## config.mk

```make
export PLATFORM = sky130hd
export DESIGN_NAME = cpu_sys_bus_ctrl_flat
export DESIGN_NICKNAME = d
export VERILOG_FILES = /design/src/rtl/cpu_sys_bus_ctrl_if.sv /design/src/rtl/cpu_sys_bus_ctrl.sv /design/src/flat_wrapper.sv
export SDC_FILE = /design/constraint.sdc
export NUM_CORES = 1
export LEC_CHECK = 0
export CORE_ASPECT_RATIO = 0.7
export CORE_MARGIN = 1
export CORE_UTILIZATION = 39
export DETAILED_ROUTE_END_ITERATION = 8
export GPL_ROUTABILITY_DRIVEN = 0
export PLACE_DENSITY_LB_ADDON = 0.3
export SLEW_MARGIN = 10
export SYNTH_ARGS = -nofsm -noshare
export SYNTH_HDL_FRONTEND = slang
export SYNTH_SLANG_ARGS = --single-unit
```

## constraint.sdc

```tcl
create_clock -name sys_clk -period 3.6 [get_ports sys_clk]
set_input_delay 0.72 -clock sys_clk [delete_from_list [all_inputs] [get_ports sys_clk]]
set_output_delay 0.72 -clock sys_clk [all_outputs]
set_load 0.02 [all_outputs]
```

## src/rtl/cpu_sys_bus_ctrl_if.sv

```systemverilog
// Bus bundle between the CPU memory port, on-chip RAM, peripheral window
// and the system bus controller. The master side is the surrounding system
// (CPU, RAM and peripheral); the slave side is the controller itself.
interface cpu_sys_bus_ctrl_if #(
  parameter int ADDR_WIDTH = 32,
  parameter int DATA_WIDTH = 32
);
  // CPU memory port
  logic                  cpu_mem_rd_en;
  logic                  cpu_mem_wr_en;
  logic [ADDR_WIDTH-1:0] cpu_mem_addr;
  logic [DATA_WIDTH-1:0] cpu_mem_wdata;
  logic [DATA_WIDTH-1:0] cpu_mem_rdata;
  logic                  cpu_stall;
  logic                  cpu_bus_err;
  // On-chip RAM port
  logic                  ram_we;
  logic [ADDR_WIDTH-1:0] ram_addr;
  logic [DATA_WIDTH-1:0] ram_wd;
  logic [DATA_WIDTH-1:0] ram_rd;
  // Peripheral handshake port
  logic                  per_req;
  logic                  per_we;
  logic [ADDR_WIDTH-1:0] per_addr;
  logic [DATA_WIDTH-1:0] per_wdata;
  logic [DATA_WIDTH-1:0] per_rdata;
  logic                  per_ack;

  modport master (
    output cpu_mem_rd_en, cpu_mem_wr_en, cpu_mem_addr, cpu_mem_wdata,
    output ram_rd, per_rdata, per_ack,
    input  cpu_mem_rdata, cpu_stall, cpu_bus_err,
    input  ram_we, ram_addr, ram_wd,
    input  per_req, per_we, per_addr, per_wdata
  );

  modport slave (
    input  cpu_mem_rd_en, cpu_mem_wr_en, cpu_mem_addr, cpu_mem_wdata,
    input  ram_rd, per_rdata, per_ack,
    output cpu_mem_rdata, cpu_stall, cpu_bus_err,
    output ram_we, ram_addr, ram_wd,
    output per_req, per_we, per_addr, per_wdata
  );
endinterface

```

## src/rtl/cpu_sys_bus_ctrl.sv

```systemverilog
// System bus controller behind the multicycle CPU memory port.
// Decodes each access into RAM (zero wait states), the peripheral window
// (req/ack handshake with timeout) or unmapped space (bus error).
module cpu_sys_bus_ctrl #(
  parameter int                    ADDR_WIDTH     = 32,
  parameter int                    DATA_WIDTH     = 32,
  parameter logic [ADDR_WIDTH-1:0] RAM_SIZE       = 32'h0000_1000,
  parameter logic [ADDR_WIDTH-1:0] PERIPH_BASE    = 32'h4000_0000,
  parameter logic [ADDR_WIDTH-1:0] PERIPH_SIZE    = 32'h0000_1000,
  parameter int                    TIMEOUT_CYCLES = 16
) (
  input  logic               sys_clk,
  input  logic               sys_rst_n,
  cpu_sys_bus_ctrl_if.slave  bus
);

  typedef enum logic [1:0] {
    ST_IDLE,
    ST_WAIT,
    ST_DONE,
    ST_ERR
  } state_t;

  localparam int                   CNT_W    = $clog2(TIMEOUT_CYCLES) + 1;
  localparam logic [CNT_W-1:0]     CNT_LAST = CNT_W'(TIMEOUT_CYCLES - 1);
  // One extra bit so the window end cannot wrap around the address space
  localparam logic [ADDR_WIDTH:0]  PER_END  = {1'b0, PERIPH_BASE} + {1'b0, PERIPH_SIZE};

  state_t                state;
  logic [CNT_W-1:0]      wait_cnt;
  logic [DATA_WIDTH-1:0] capture;

  logic acc;
  logic in_ram;
  logic in_per;

  assign acc    = bus.cpu_mem_rd_en | bus.cpu_mem_wr_en;
  assign in_ram = bus.cpu_mem_addr < RAM_SIZE;
  assign in_per = (bus.cpu_mem_addr >= PERIPH_BASE) &&
                  ({1'b0, bus.cpu_mem_addr} < PER_END);

  // RAM address and write data are simple pass-throughs of the CPU port
  assign bus.ram_addr = bus.cpu_mem_addr;
  assign bus.ram_wd   = bus.cpu_mem_wdata;

  // Transaction FSM: launches the peripheral handshake, counts wait cycles
  // and captures read data; every peripheral-side output is registered here
  always_ff @(posedge sys_clk or negedge sys_rst_n) begin
    if (!sys_rst_n) begin
      state         <= ST_IDLE;
      wait_cnt      <= '0;
      capture       <= '0;
      bus.per_req   <= 1'b0;
      bus.per_we    <= 1'b0;
      bus.per_addr  <= '0;
      bus.per_wdata <= '0;
    end else begin
      case (state)
        ST_IDLE: begin
          if (acc && in_per) begin
            bus.per_req   <= 1'b1;
            bus.per_we    <= bus.cpu_mem_wr_en;
            bus.per_addr  <= bus.cpu_mem_addr - PERIPH_BASE;
            bus.per_wdata <= bus.cpu_mem_wdata;
            wait_cnt      <= '0;
            state         <= ST_WAIT;
          end else if (acc && !in_ram) begin
            state <= ST_ERR;
          end
        end
        ST_WAIT: begin
          wait_cnt <= wait_cnt + CNT_W'(1);
          if (bus.per_ack) begin
            if (!bus.per_we) begin
              capture <= bus.per_rdata;
            end
            bus.per_req <= 1'b0;
            state       <= ST_DONE;
          end else if (wait_cnt == CNT_LAST) begin
            bus.per_req <= 1'b0;
            state       <= ST_ERR;
          end
        end
        ST_DONE: state <= ST_IDLE;
        ST_ERR:  state <= ST_IDLE;
        default: state <= ST_IDLE;
      endcase
    end
  end

  // CPU-facing responses; held quiet while reset is asserted so a CPU still
  // presenting a peripheral address does not see a stall during reset
  always_comb begin
    bus.ram_we        = 1'b0;
    bus.cpu_stall     = 1'b0;
    bus.cpu_bus_err   = 1'b0;
    bus.cpu_mem_rdata = '0;
    if (sys_rst_n) begin
      case (state)
        ST_IDLE: begin
          bus.ram_we    = bus.cpu_mem_wr_en & in_ram;
          bus.cpu_stall = acc & ~in_ram;
          if (in_ram) begin
            bus.cpu_mem_rdata = bus.ram_rd;
          end
        end
        ST_WAIT: bus.cpu_stall = 1'b1;
        ST_DONE: bus.cpu_mem_rdata = capture;
        ST_ERR:  bus.cpu_bus_err = 1'b1;
        default: bus.cpu_stall = 1'b0;
      endcase
    end
  end

endmodule

```

## src/flat_wrapper.sv

```systemverilog
// flat-port wrapper written by rule: the top's interface ports become plain ports
module cpu_sys_bus_ctrl_flat 
#(
  parameter int                    ADDR_WIDTH     = 32,
  parameter int                    DATA_WIDTH     = 32,
  parameter logic [ADDR_WIDTH-1:0] RAM_SIZE       = 32'h0000_1000,
  parameter logic [ADDR_WIDTH-1:0] PERIPH_BASE    = 32'h4000_0000,
  parameter logic [ADDR_WIDTH-1:0] PERIPH_SIZE    = 32'h0000_1000,
  parameter int                    TIMEOUT_CYCLES = 16
)
  (sys_clk, sys_rst_n, bus_cpu_mem_rd_en, bus_cpu_mem_wr_en, bus_cpu_mem_addr, bus_cpu_mem_wdata, bus_ram_rd, bus_per_rdata, bus_per_ack, bus_cpu_mem_rdata, bus_cpu_stall, bus_cpu_bus_err, bus_ram_we, bus_ram_addr, bus_ram_wd, bus_per_req, bus_per_we, bus_per_addr, bus_per_wdata);
  cpu_sys_bus_ctrl_if #(.ADDR_WIDTH(ADDR_WIDTH), .DATA_WIDTH(DATA_WIDTH)) bus_i ();
  input  logic sys_clk;
  input  logic sys_rst_n;
  input wire logic [$bits(bus_i.cpu_mem_rd_en)-1:0] bus_cpu_mem_rd_en;
  input wire logic [$bits(bus_i.cpu_mem_wr_en)-1:0] bus_cpu_mem_wr_en;
  input wire logic [$bits(bus_i.cpu_mem_addr)-1:0] bus_cpu_mem_addr;
  input wire logic [$bits(bus_i.cpu_mem_wdata)-1:0] bus_cpu_mem_wdata;
  input wire logic [$bits(bus_i.ram_rd)-1:0] bus_ram_rd;
  input wire logic [$bits(bus_i.per_rdata)-1:0] bus_per_rdata;
  input wire logic [$bits(bus_i.per_ack)-1:0] bus_per_ack;
  output wire logic [$bits(bus_i.cpu_mem_rdata)-1:0] bus_cpu_mem_rdata;
  output wire logic [$bits(bus_i.cpu_stall)-1:0] bus_cpu_stall;
  output wire logic [$bits(bus_i.cpu_bus_err)-1:0] bus_cpu_bus_err;
  output wire logic [$bits(bus_i.ram_we)-1:0] bus_ram_we;
  output wire logic [$bits(bus_i.ram_addr)-1:0] bus_ram_addr;
  output wire logic [$bits(bus_i.ram_wd)-1:0] bus_ram_wd;
  output wire logic [$bits(bus_i.per_req)-1:0] bus_per_req;
  output wire logic [$bits(bus_i.per_we)-1:0] bus_per_we;
  output wire logic [$bits(bus_i.per_addr)-1:0] bus_per_addr;
  output wire logic [$bits(bus_i.per_wdata)-1:0] bus_per_wdata;
  assign bus_i.cpu_mem_rd_en = bus_cpu_mem_rd_en;
  assign bus_i.cpu_mem_wr_en = bus_cpu_mem_wr_en;
  assign bus_i.cpu_mem_addr = bus_cpu_mem_addr;
  assign bus_i.cpu_mem_wdata = bus_cpu_mem_wdata;
  assign bus_i.ram_rd = bus_ram_rd;
  assign bus_i.per_rdata = bus_per_rdata;
  assign bus_i.per_ack = bus_per_ack;
  assign bus_cpu_mem_rdata = bus_i.cpu_mem_rdata;
  assign bus_cpu_stall = bus_i.cpu_stall;
  assign bus_cpu_bus_err = bus_i.cpu_bus_err;
  assign bus_ram_we = bus_i.ram_we;
  assign bus_ram_addr = bus_i.ram_addr;
  assign bus_ram_wd = bus_i.ram_wd;
  assign bus_per_req = bus_i.per_req;
  assign bus_per_we = bus_i.per_we;
  assign bus_per_addr = bus_i.per_addr;
  assign bus_per_wdata = bus_i.per_wdata;
  cpu_sys_bus_ctrl #(.ADDR_WIDTH(ADDR_WIDTH), .DATA_WIDTH(DATA_WIDTH), .RAM_SIZE(RAM_SIZE), .PERIPH_BASE(PERIPH_BASE), .PERIPH_SIZE(PERIPH_SIZE), .TIMEOUT_CYCLES(TIMEOUT_CYCLES)) u_core (.sys_clk(sys_clk), .sys_rst_n(sys_rst_n), .bus(bus_i));
endmodule
```

==> summary.md, run 1 <==
| Metric | Value |
|---|---|
| Outcome | `completed` |
| First-pass GRT wire length | `23.1 mm` |
| Final Hold Viols | `0` |
| YS warnings | `0` |
| Crit-path cells | `dlygate4sd2_1, or4_4, nor4_4, and4_4, buf_4, buf_16, a22oi_1, nor2b_1, buf_4` |
| Insertion delay to the later sink of the worst-skew pair | `0.34 ns` |
| Die H | `98.9 microns` |
| Final setup violation count | `0` |
| Routed vias/inst | `4.95` |
| DRC viols | `0` |
| Area Growth Syn to Fin | `58.9%` |
| Worst-Margin Slew | `0.525 ns` |
| Synthesized net count | `558` |
| Die X | `140 microns` |
| VDD IR-drop max | `407 uV` |
| Worst path most repeated cell | `buf_4` |
| Dpl cells | `825` |
| Layout fillers | `991` |
| Final wirelength | `14.6 mm` |
| Fmax | `285 MHz` |
| Tot Pwr | `5920 uW` |
| CTS tree | `built` |
| Clock slew at reported path FFs | `0.07 ns` |
| Worst EP arrival | `2.78 ns` |
| Critical path endpoint category | `output port` |
| RSZ-0062 raised after global routing | `false` |
| Largest delay share family, worst path | `simple AND/OR/NAND/NOR gates` |
| Crit path kind | `in -> out` |
| CP max stage delay | `0.55 ns` |
| Crit-path max FO | `14` |
| Part of the cycle the worst path needs | `0.973` |
| PnR worst setup slack | `0.0960 ns` |
| Synthesized area | `0.00523 sq mm` |
| Initial Util | `0.411` |
| Synth cell types | `41` |
| MaxCap Viol Count | `0` |
| Period minus WS final | `3.50 ns` |
| Core area | `0.0127 sq mm` |
| Slew Viols, Final | `0` |
| Max_slew headroom | `0.650` |
| Post-CTS Hold Fix Bufs | `0` |
| Most common cell after layout, fill and taps aside | `clkdlybuf4s50_1` |
| ANT cells | `0` |
| Most frequent cells in the layout | `clkdlybuf4s50_1, dfrtp_1, mux2_2` |
| Num CTS Buffers | `9` |
| Fraction of layout cells with a size suffix above 1 | `0.231` |
| Cell count after synthesis | `421` |
| Slowest CP cell | `or4_4` |
| Antenna-violating nets left | `0` |
| Net count, final | `815` |
| Seq/Total Area, Yosys | `0.503` |
| Vias in the first global route | `4511` |
| WP data required | `2.88 ns` |
| Flop2flop setup slack | `1.55 ns` |
| IO Pins | `298` |
| Global Route Usage Sum | `0.214` |
| Startpoint Class | `primary input` |
| Cell Pwr Density | `713 mW/mm^2` |
| DRT iter0 DRCs | `150` |
| Final non-filler cell total | `845` |
| Full die area | `0.0139 sq mm` |
| Root buf cell | `clkbuf_16` |
| DPL Wire Length | `11.2 mm` |
| H-tree depth | `3` |
| Pleak | `0.00350 uW` |
| Grt ovf | `0` |
| Worst slack, placed | `-0.517 ns` |
| Yosys reg bits | `105` |
| Clock Tree Buf Depth | `2` |
| Hold Path Class | `in -> async` |
| Initial DRT Pass Iterations | `4` |
| Total number of vias | `4185` |
| I/O Buffers | `297` |
| Avg WL per Cell | `17.3 microns` |
| Row cnt | `34` |
| Syn Area/Cell | `12.4 sq um` |
| Initial antenna violation count | `0` |
| Worst Path Buf+Inv | `4` |
| Largest net degree at the start of global routing | `50` |
| TritonCTS sink count | `105` |
| Clk_skew | `0.00637 ns` |
per-stage QoR:
step	TNS (ns)	cell area, sq um	hold WS [ns]	utilization
6_report	0	8310	0.280	0.653
5_1_grt	0	8310	0.293	0.653
4_1_cts	0	8330	0.276	0.655
3_5_place_dp	-15.67	8070	0.475	0.635
3_3_place_gp	-13.63	8070	0.467	0.635
2_1_floorplan	0	5230	0.424	-
path summary, 6_finish.rpt:
kind | startpoint | to | cells past startpoint
hold reg to reg | u_core.bus.per_wdata[4] | u_core.bus.per_wdata[4] | 1
max in group asynchronous | sys_rst_n | u_core.bus.per_addr[11] | 3
min in group sys_clk | u_core.bus.per_wdata[4] | u_core.bus.per_wdata[4] | 1
setup / recovery | bus_cpu_mem_addr[14] | bus_cpu_mem_rdata[20] | 9
hold / removal | sys_rst_n | u_core.capture[27] | 1
setup reg to reg | u_core.state[0] | u_core.bus.per_addr[0] | 4
logic make-up after synthesis:
kind of cell,share of synthesized area
buf+inv,0.119
flops,0.503
fa+ha+maj,0.00958
simple gates,0.0886
mux,0.211
compound gates,0.0687
layer usage:
metal	share of wire	vias up	GRT usage
li1	-	1953	-
met1	0.39	2040	0.248
met2	0.52	176	0.384
met3	0.070	16	0.0646
met4	0.017	0	0.0634
met5	0	-	0
state kept, by name, indices dropped and copies added (netlist names):
signal / cells
u_core.bus.per_addr: 32
u_core.bus.per_we: 1
u_core.state: 2
u_core.bus.per_req: 1
u_core.wait_cnt: 5
u_core.capture: 32
u_core.bus.per_wdata: 32
cell usage after synthesis (all sizes together):
master / count / area, sq um
nor3b: 2 / 15.0
a211o: 1 / 8.76
or4: 4 / 33.8
a22oi: 31 / 233
nor2b: 30 / 188
o221ai: 1 / 8.76
nor3: 3 / 20.0
o21ba: 1 / 10.0
o31ai: 1 / 7.51
o21ai: 3 / 15.0
a21boi: 1 / 7.51
a2bb2oi: 1 / 8.76
nor4: 2 / 27.5
nand3: 1 / 5.00
mux2i: 1 / 10.0
mux2: 97 / 1090
nand2b: 5 / 31.3
a221oi: 1 / 8.76
and3: 3 / 18.8
and4: 2 / 17.5
a21oi: 5 / 25.0
nand2: 5 / 18.8
inv: 5 / 18.8
nor2: 8 / 30.0
nor4b: 1 / 8.76
o311ai: 1 / 8.76
buf: 73 / 553
ha: 4 / 50.1
nand3b: 4 / 30.0
or2: 2 / 12.5
o211a: 1 / 10.0
dfrtp: 105 / 2630
clkbuf: 14 / 52.6
a21o: 1 / 7.51
nand4: 1 / 6.26
area by class of cell:
type | count | area [sq um] | share of cell area
clock buffer | 9 | 225 | 0.0271
clock inverter | 7 | 52.6 | 0.00633
inverter | 5 | 18.8 | 0.00226
multi-input combinational | 224 | 2010 | 0.242
sequential | 105 | 2630 | 0.316
tap | 162 | 203 | 0.0244
timing repair buffer | 333 | 3170 | 0.382
report_power, final:
group | internal, uW | switching (uW)
clock network | 475 | 435
logic | 1520 | 1330
registers | 1780 | 376
timing repair:
item,in CTS,in global routing
setup buffers,4,0
cloned,2,0
endpoints found under the hold margin,0,0
setup endpoints to repair,34,29
gates resized for setup,170,6
pin swaps,6,6
(Power assumes the default switching activity.)
==> inputs of run 2 (changes only) <==
CORE_UTILIZATION = 35   (was 39)
clock period = 3.15 ns   (was 3.6 ns; I/O delays follow)
==> run 2 against run 1 <==
  * Routed wire length rose by 1.5%
  * Die area rose by 11%
  * Worst hold slack got worse by 0.066 ns
  * Critical path type unchanged
  * Highest routed layer unchanged
  * Critical path depth did not move
==> summary.md, run 2 (synthesis results as in run 1) <==
| Metric | Value |
|---|---|
| Outcome | `completed` |
| Die X | `148 microns` |
| Tot Pwr | `6840 uW` |
| Net count, final | `820` |
| First-pass GRT wire length | `23.2 mm` |
| Fraction of layout cells with a size suffix above 1 | `0.251` |
| Fmax | `324 MHz` |
| Insertion delay to the later sink of the worst-skew pair | `0.34 ns` |
| Hold Path Class | `in -> async` |
| Clock power share | `0.159` |
| Initial Util | `0.367` |
| Avg WL per Cell | `16.9 microns` |
| Initial antenna violation count | `0` |
| Slew Viols, Final | `0` |
| Clock Tree Buf Depth | `2` |
| Pleak | `0.00351 uW` |
| Clock slew at reported path FFs | `0.07 ns` |
| Worst Path Buf+Inv | `4` |
| Largest delay share family, worst path | `simple AND/OR/NAND/NOR gates` |
| Crit-path max FO | `7` |
| Comb pwr share | `0.488` |
| PnR worst setup slack | `0.0608 ns` |
| Total number of vias | `4188` |
| Largest net degree at the start of global routing | `42` |
| Int Power | `4390 uW` |
| Post-CTS Hold Fix Bufs | `0` |
| RSZ-0062 raised after global routing | `true` |
| Crit-path cells | `buf_6, or4_4, nor4_4, and4_4, buf_12, buf_16, a22oi_2, nor2b_1, buf_4` |
| Final Hold Viols | `0` |
| Num CTS Buffers | `9` |
| Sequential Power Share | `0.353` |
| Cell Pwr Density | `806 mW/mm^2` |
| H-tree depth | `3` |
| Root buf cell | `clkbuf_16` |
| Final wirelength | `14.8 mm` |
| Period minus WS final | `3.09 ns` |
| Final setup violation count | `0` |
| Critical path endpoint category | `output port` |
| ANT cells | `0` |
| Global Route Usage Sum | `0.191` |
| Antenna-violating nets left | `0` |
| Part of the cycle the worst path needs | `0.981` |
| Clk_skew | `0.00745 ns` |
| Vias in the first global route | `4322` |
| Worst slack, placed | `-0.731 ns` |
| Final non-filler cell total | `878` |
| IO Pins | `298` |
| Die H | `104 microns` |
| Max_slew headroom | `0.713` |
| Initial DRT Pass Iterations | `5` |
| Dpl cells | `858` |
| Slowest CP cell | `or4_4` |
| VDD IR-drop max | `504 uV` |
| Most frequent cells in the layout | `clkdlybuf4s50_1, dfrtp_1, mux2_2` |
| CTS tree | `built` |
| Most common cell after layout, fill and taps aside | `clkdlybuf4s50_1` |
| Crit path kind | `in -> out` |
| Routed vias/inst | `4.77` |
| DPL Wire Length | `11.3 mm` |
| Worst EP arrival | `2.46 ns` |
| Switch Pwr | `2450 uW` |
| MaxCap Viol Count | `0` |
| Full die area | `0.0154 sq mm` |
| Area Growth Syn to Fin | `62.3%` |
| TritonCTS sink count | `105` |
| Core area | `0.0142 sq mm` |
| CP max stage delay | `0.54 ns` |
| Row cnt | `36` |
| Switching share of power | `0.358` |
| Worst-Margin Slew | `0.430 ns` |
| DRT iter0 DRCs | `141` |
| WP data required | `2.52 ns` |
| I/O Buffers | `297` |
| DRC viols | `0` |
| Grt ovf | `0` |
| Startpoint Class | `primary input` |
| Biggest regs | `u_core.bus.per_addr: 32 flops, u_core.bus.per_wdata: 32 flops, u_core.capture: 32 flops` |
==> run 2: power by group through the flow <==
stage                     sequential [uW]  combinational, uW  clock (uW)
final                                2410               3330        1090
after global routing                 2510               3560        1180
after CTS                            2420               3360        1130
after detailed placement             2440               3380           0
after global placement               2400               3300           0
after floorplan                      2900               1290           0
==> run 2: what timing repair did <==
action                     in CTS  in global routing
gates resized for setup       172                 26
pin swaps                       7                 10
gates cloned                    2                  1
buffers inserted                1                  1
setup endpoints to repair      93                 89
==> run 2: layout make-up <==
cell class | count | area [sq um]
Multi-Input combinational cell | 224 | 2040
Inverter | 5 | 18.8
Fill cell | 1185 | 5750
Sequential cell | 105 | 2630
Clock buffer | 11 | 243
Tap cell | 190 | 238
Clock inverter | 5 | 47.5
Timing Repair Buffer | 338 | 3260
==> run 2: worst reg2reg max path, stage by stage, from the launching register on <==
cell      delay (ns)
dfrtp_1         0.43
buf_4           0.21
nand2b_1        0.21
nor3b_2         0.18
buf_4           0.40
mux2_2          0.41
==> run 2: worst paths after layout <==
path	startpoint	endpoint	slack, ns	cells after the start
hold reg to reg	u_core.bus.per_addr[23]	u_core.bus.per_addr[23]	0.48	1
setup reg to reg	u_core.state[1]	u_core.capture[27]	1.20	5
setup / recovery	bus_cpu_mem_addr[15]	bus_cpu_mem_rdata[4]	0.06	9
min in group sys_clk	u_core.bus.per_addr[23]	u_core.bus.per_addr[23]	0.48	1
max in group asynchronous	sys_rst_n	u_core.bus.per_addr[25]	1.98	3
hold / removal	sys_rst_n	u_core.capture[26]	0.21	1
==> run 2: stage by stage <==
| stage | TNS, ns | utilization | cell area, sq um | hold WS [ns] |
|---|---|---|---|---|
| after floorplan | 0 | - | 5230 | 0.334 |
| after global placement | -43.75 | 0.572 | 8150 | 0.467 |
| after detailed placement | -46.98 | 0.572 | 8150 | 0.474 |
| after CTS | 0 | 0.595 | 8470 | 0.201 |
| after global routing | -0.0609 | 0.596 | 8480 | 0.219 |
| final | 0 | 0.596 | 8480 | 0.214 |
==> run 2: metal layers <==
metal	track usage	share of wire	vias to the layer above
met1	0.225	0.40	2056
li1	-	-	1953
met2	0.344	0.51	169
met5	0	0	-
met4	0.0405	0.010	0
met3	0.0526	0.074	10
==> inputs of run 3 (changes only) <==
GPL_TIMING_DRIVEN = 0   (was default)
PLACE_DENSITY = 0.78   (was default)
PLACE_DENSITY_LB_ADDON = default   (was 0.3)
==> run 3 against run 2 <==
  * The flow now finishes with violations (negative setup slack)
  * First-iteration DRC count grew 70%
  * Worst hold slack worse by 0.042 ns
  * Die area unchanged
  * Global-route usage grew 0.70 points
  * Final area increased by 5.0%
  * Final cell count increased by 5.7%
  * Setup slack got worse by 0.081 ns
  * Routed wire length increased by 4.7%
  * Maximum frequency decreased by 2.6%
  * Combinational power up 3%
  * Power increased by 1.6%
  * Largest cell class unchanged
==> summary.md, run 3 (synthesis results as in run 1) <==
| Metric | Value |
|---|---|
| First-pass GRT wire length | `24.0 mm` |
| VDD IR-drop max | `407 uV` |
| DRT iter0 DRCs | `240` |
| Final setup violation count | `5` |
| Most frequent cells in the layout | `clkdlybuf4s50_1, dfrtp_1, buf_4` |
| Crit path kind | `in -> out` |
| Largest net degree at the start of global routing | `78` |
| Worst-Margin Slew | `0.830 ns` |
| Final wirelength | `15.5 mm` |
| Outcome | `complete, but fails checks` |
| Crit-path max FO | `6` |
| Final Hold Viols | `0` |
| Fmax | `315 MHz` |
| Setup TNS Final | `-0.0600 ns` |
| Area Growth Syn to Fin | `70.4%` |
| Worst slack, placed | `-1.08 ns` |
| Clock Tree Buf Depth | `2` |
| Period minus WS final | `3.17 ns` |
| Reg2Reg Launch Point | `u_core.state[1]` |
| Biggest regs | `u_core.bus.per_addr: 32 flops, u_core.bus.per_wdata: 32 flops, u_core.capture: 32 flops` |
| CTS tree | `built` |
| Global Route Usage Sum | `0.198` |
| PnR worst setup slack | `-0.0205 ns` |
| Fraction of layout cells with a size suffix above 1 | `0.318` |
| Row cnt | `36` |
| Cell Pwr Density | `780 mW/mm^2` |
| Layout fillers | `1129` |
| Initial Util | `0.367` |
| IO Pins | `298` |
| Num CTS Buffers | `9` |
| Worst EP arrival | `2.54 ns` |
| Post-CTS Hold Fix Bufs | `0` |
| TritonCTS sink count | `105` |
| Clock slew at reported path FFs | `0.07 ns` |
| Pleak | `0.00373 uW` |
| Antenna-violating nets left | `0` |
| Most common cell after layout, fill and taps aside | `clkdlybuf4s50_1` |
| Full die area | `0.0154 sq mm` |
| Net count, final | `870` |
| RSZ-0062 raised after global routing | `true` |
| Insertion delay to the later sink of the worst-skew pair | `0.34 ns` |
| Critical path endpoint category | `output port` |
| Slew Viols, Final | `0` |
| Initial antenna violation count | `0` |
| Startpoint Class | `primary input` |
| I/O Buffers | `297` |
| Grt met3 use | `0.0531` |
| Met2 usage | `0.367` |
| Hold Path Class | `in -> async` |
| Initial DRT Pass Iterations | `4` |
| ANT cells | `0` |
| Routed vias/inst | `4.76` |
| Failing checks | `negative setup slack` |
| MaxCap Viol Count | `0` |
| Flop2flop setup slack | `0.62 ns` |
| Total number of vias | `4416` |
| Root buf cell | `clkbuf_16` |
| Reg2reg end | `u_core.capture[5]` |
| Die H | `104 microns` |
| DRC viols | `0` |
| Die X | `148 microns` |
| FF-to-FF path depth | `4` |
| DPL Wire Length | `12.1 mm` |
| Grt ovf | `0` |
| Core area | `0.0142 sq mm` |
| Avg WL per Cell | `16.7 microns` |
| Met1 Track Usage GR | `0.227` |
| H-tree depth | `3` |
| Clk_skew | `0.00779 ns` |
| Vias in the first global route | `4542` |
| Part of the cycle the worst path needs | `1.01` |
| WP data required | `2.52 ns` |
| Max_slew headroom | `0.445` |
| Gr busiest metal | `met2` |
-- run 3: repair_timing --
item,4_1_cts,5_1_grt
pin swaps,7,7
gates resized for setup,216,34
setup buffers,3,0
endpoints found under the setup margin,34,52
cloned,2,1
-- run 3: cell type report --
cell class	count	area [sq um]	share of cell area
timing repair buffer	303	2980	0.335
clock inverter	6	42.5	0.00478
sequential	105	2630	0.295
inverter	5	18.8	0.00211
tap	190	238	0.0267
clock buffer	10	229	0.0257
multi-input combinational	224	2130	0.240
buffer	85	632	0.0709
-- run 3: worst max-delay path, cell delays in order --
cell and delay [ns]:
buf_6 0.10, or4_4 0.54, nor4_4 0.32, and4_4 0.33, buf_8 0.14, buf_8 0.13, a22oi_2 0.05, nor2b_1 0.15
buf_4 0.16
-- run 3: per-layer routing --
layer | vias to the layer above | part of all wire
met3 | 11 | 0.066
met5 | - | 0
met1 | 2182 | 0.39
met4 | 0 | 0.0090
li1 | 2062 | -
met2 | 161 | 0.53
-- run 3: report_power, final --
part	switching (uW)	total, uW	internal (uW)	leakage, uW
Clock	505	1050	540	0.000129
Combinational	1600	3440	1840	0.00235
Sequential	424	2460	2040	0.00125
-- run 3: how the worst max path moves through the flow --
stage                         startpoint  slack, ns               endpoint
global placement               sys_rst_n      -3.67  bus_cpu_mem_rdata[13]
detailed placement  bus_cpu_mem_addr[16]      -1.08  bus_cpu_mem_rdata[27]
finish              bus_cpu_mem_addr[15]      -0.02  bus_cpu_mem_rdata[25]
CTS                 bus_cpu_mem_addr[18]      -0.09   bus_cpu_mem_rdata[1]
floorplan           bus_cpu_mem_addr[16]       0.13  bus_cpu_mem_rdata[21]
global route        bus_cpu_mem_addr[15]      -0.09  bus_cpu_mem_rdata[25]
-- run 3: stage by stage --
step | area [sq um] | std cells | power (uW) | util | hold WS [ns]
after floorplan | 5230 | 421 | 4200 | - | 0.334
after global placement | 8440 | 908 | 5750 | 0.593 | 0.468
after global routing | 8910 | 928 | 7320 | 0.626 | 0.185
final | 8910 | 928 | 6950 | 0.626 | 0.172
after CTS | 8840 | 929 | 6960 | 0.621 | 0.166
after detailed placement | 8470 | 909 | 5880 | 0.595 | 0.474
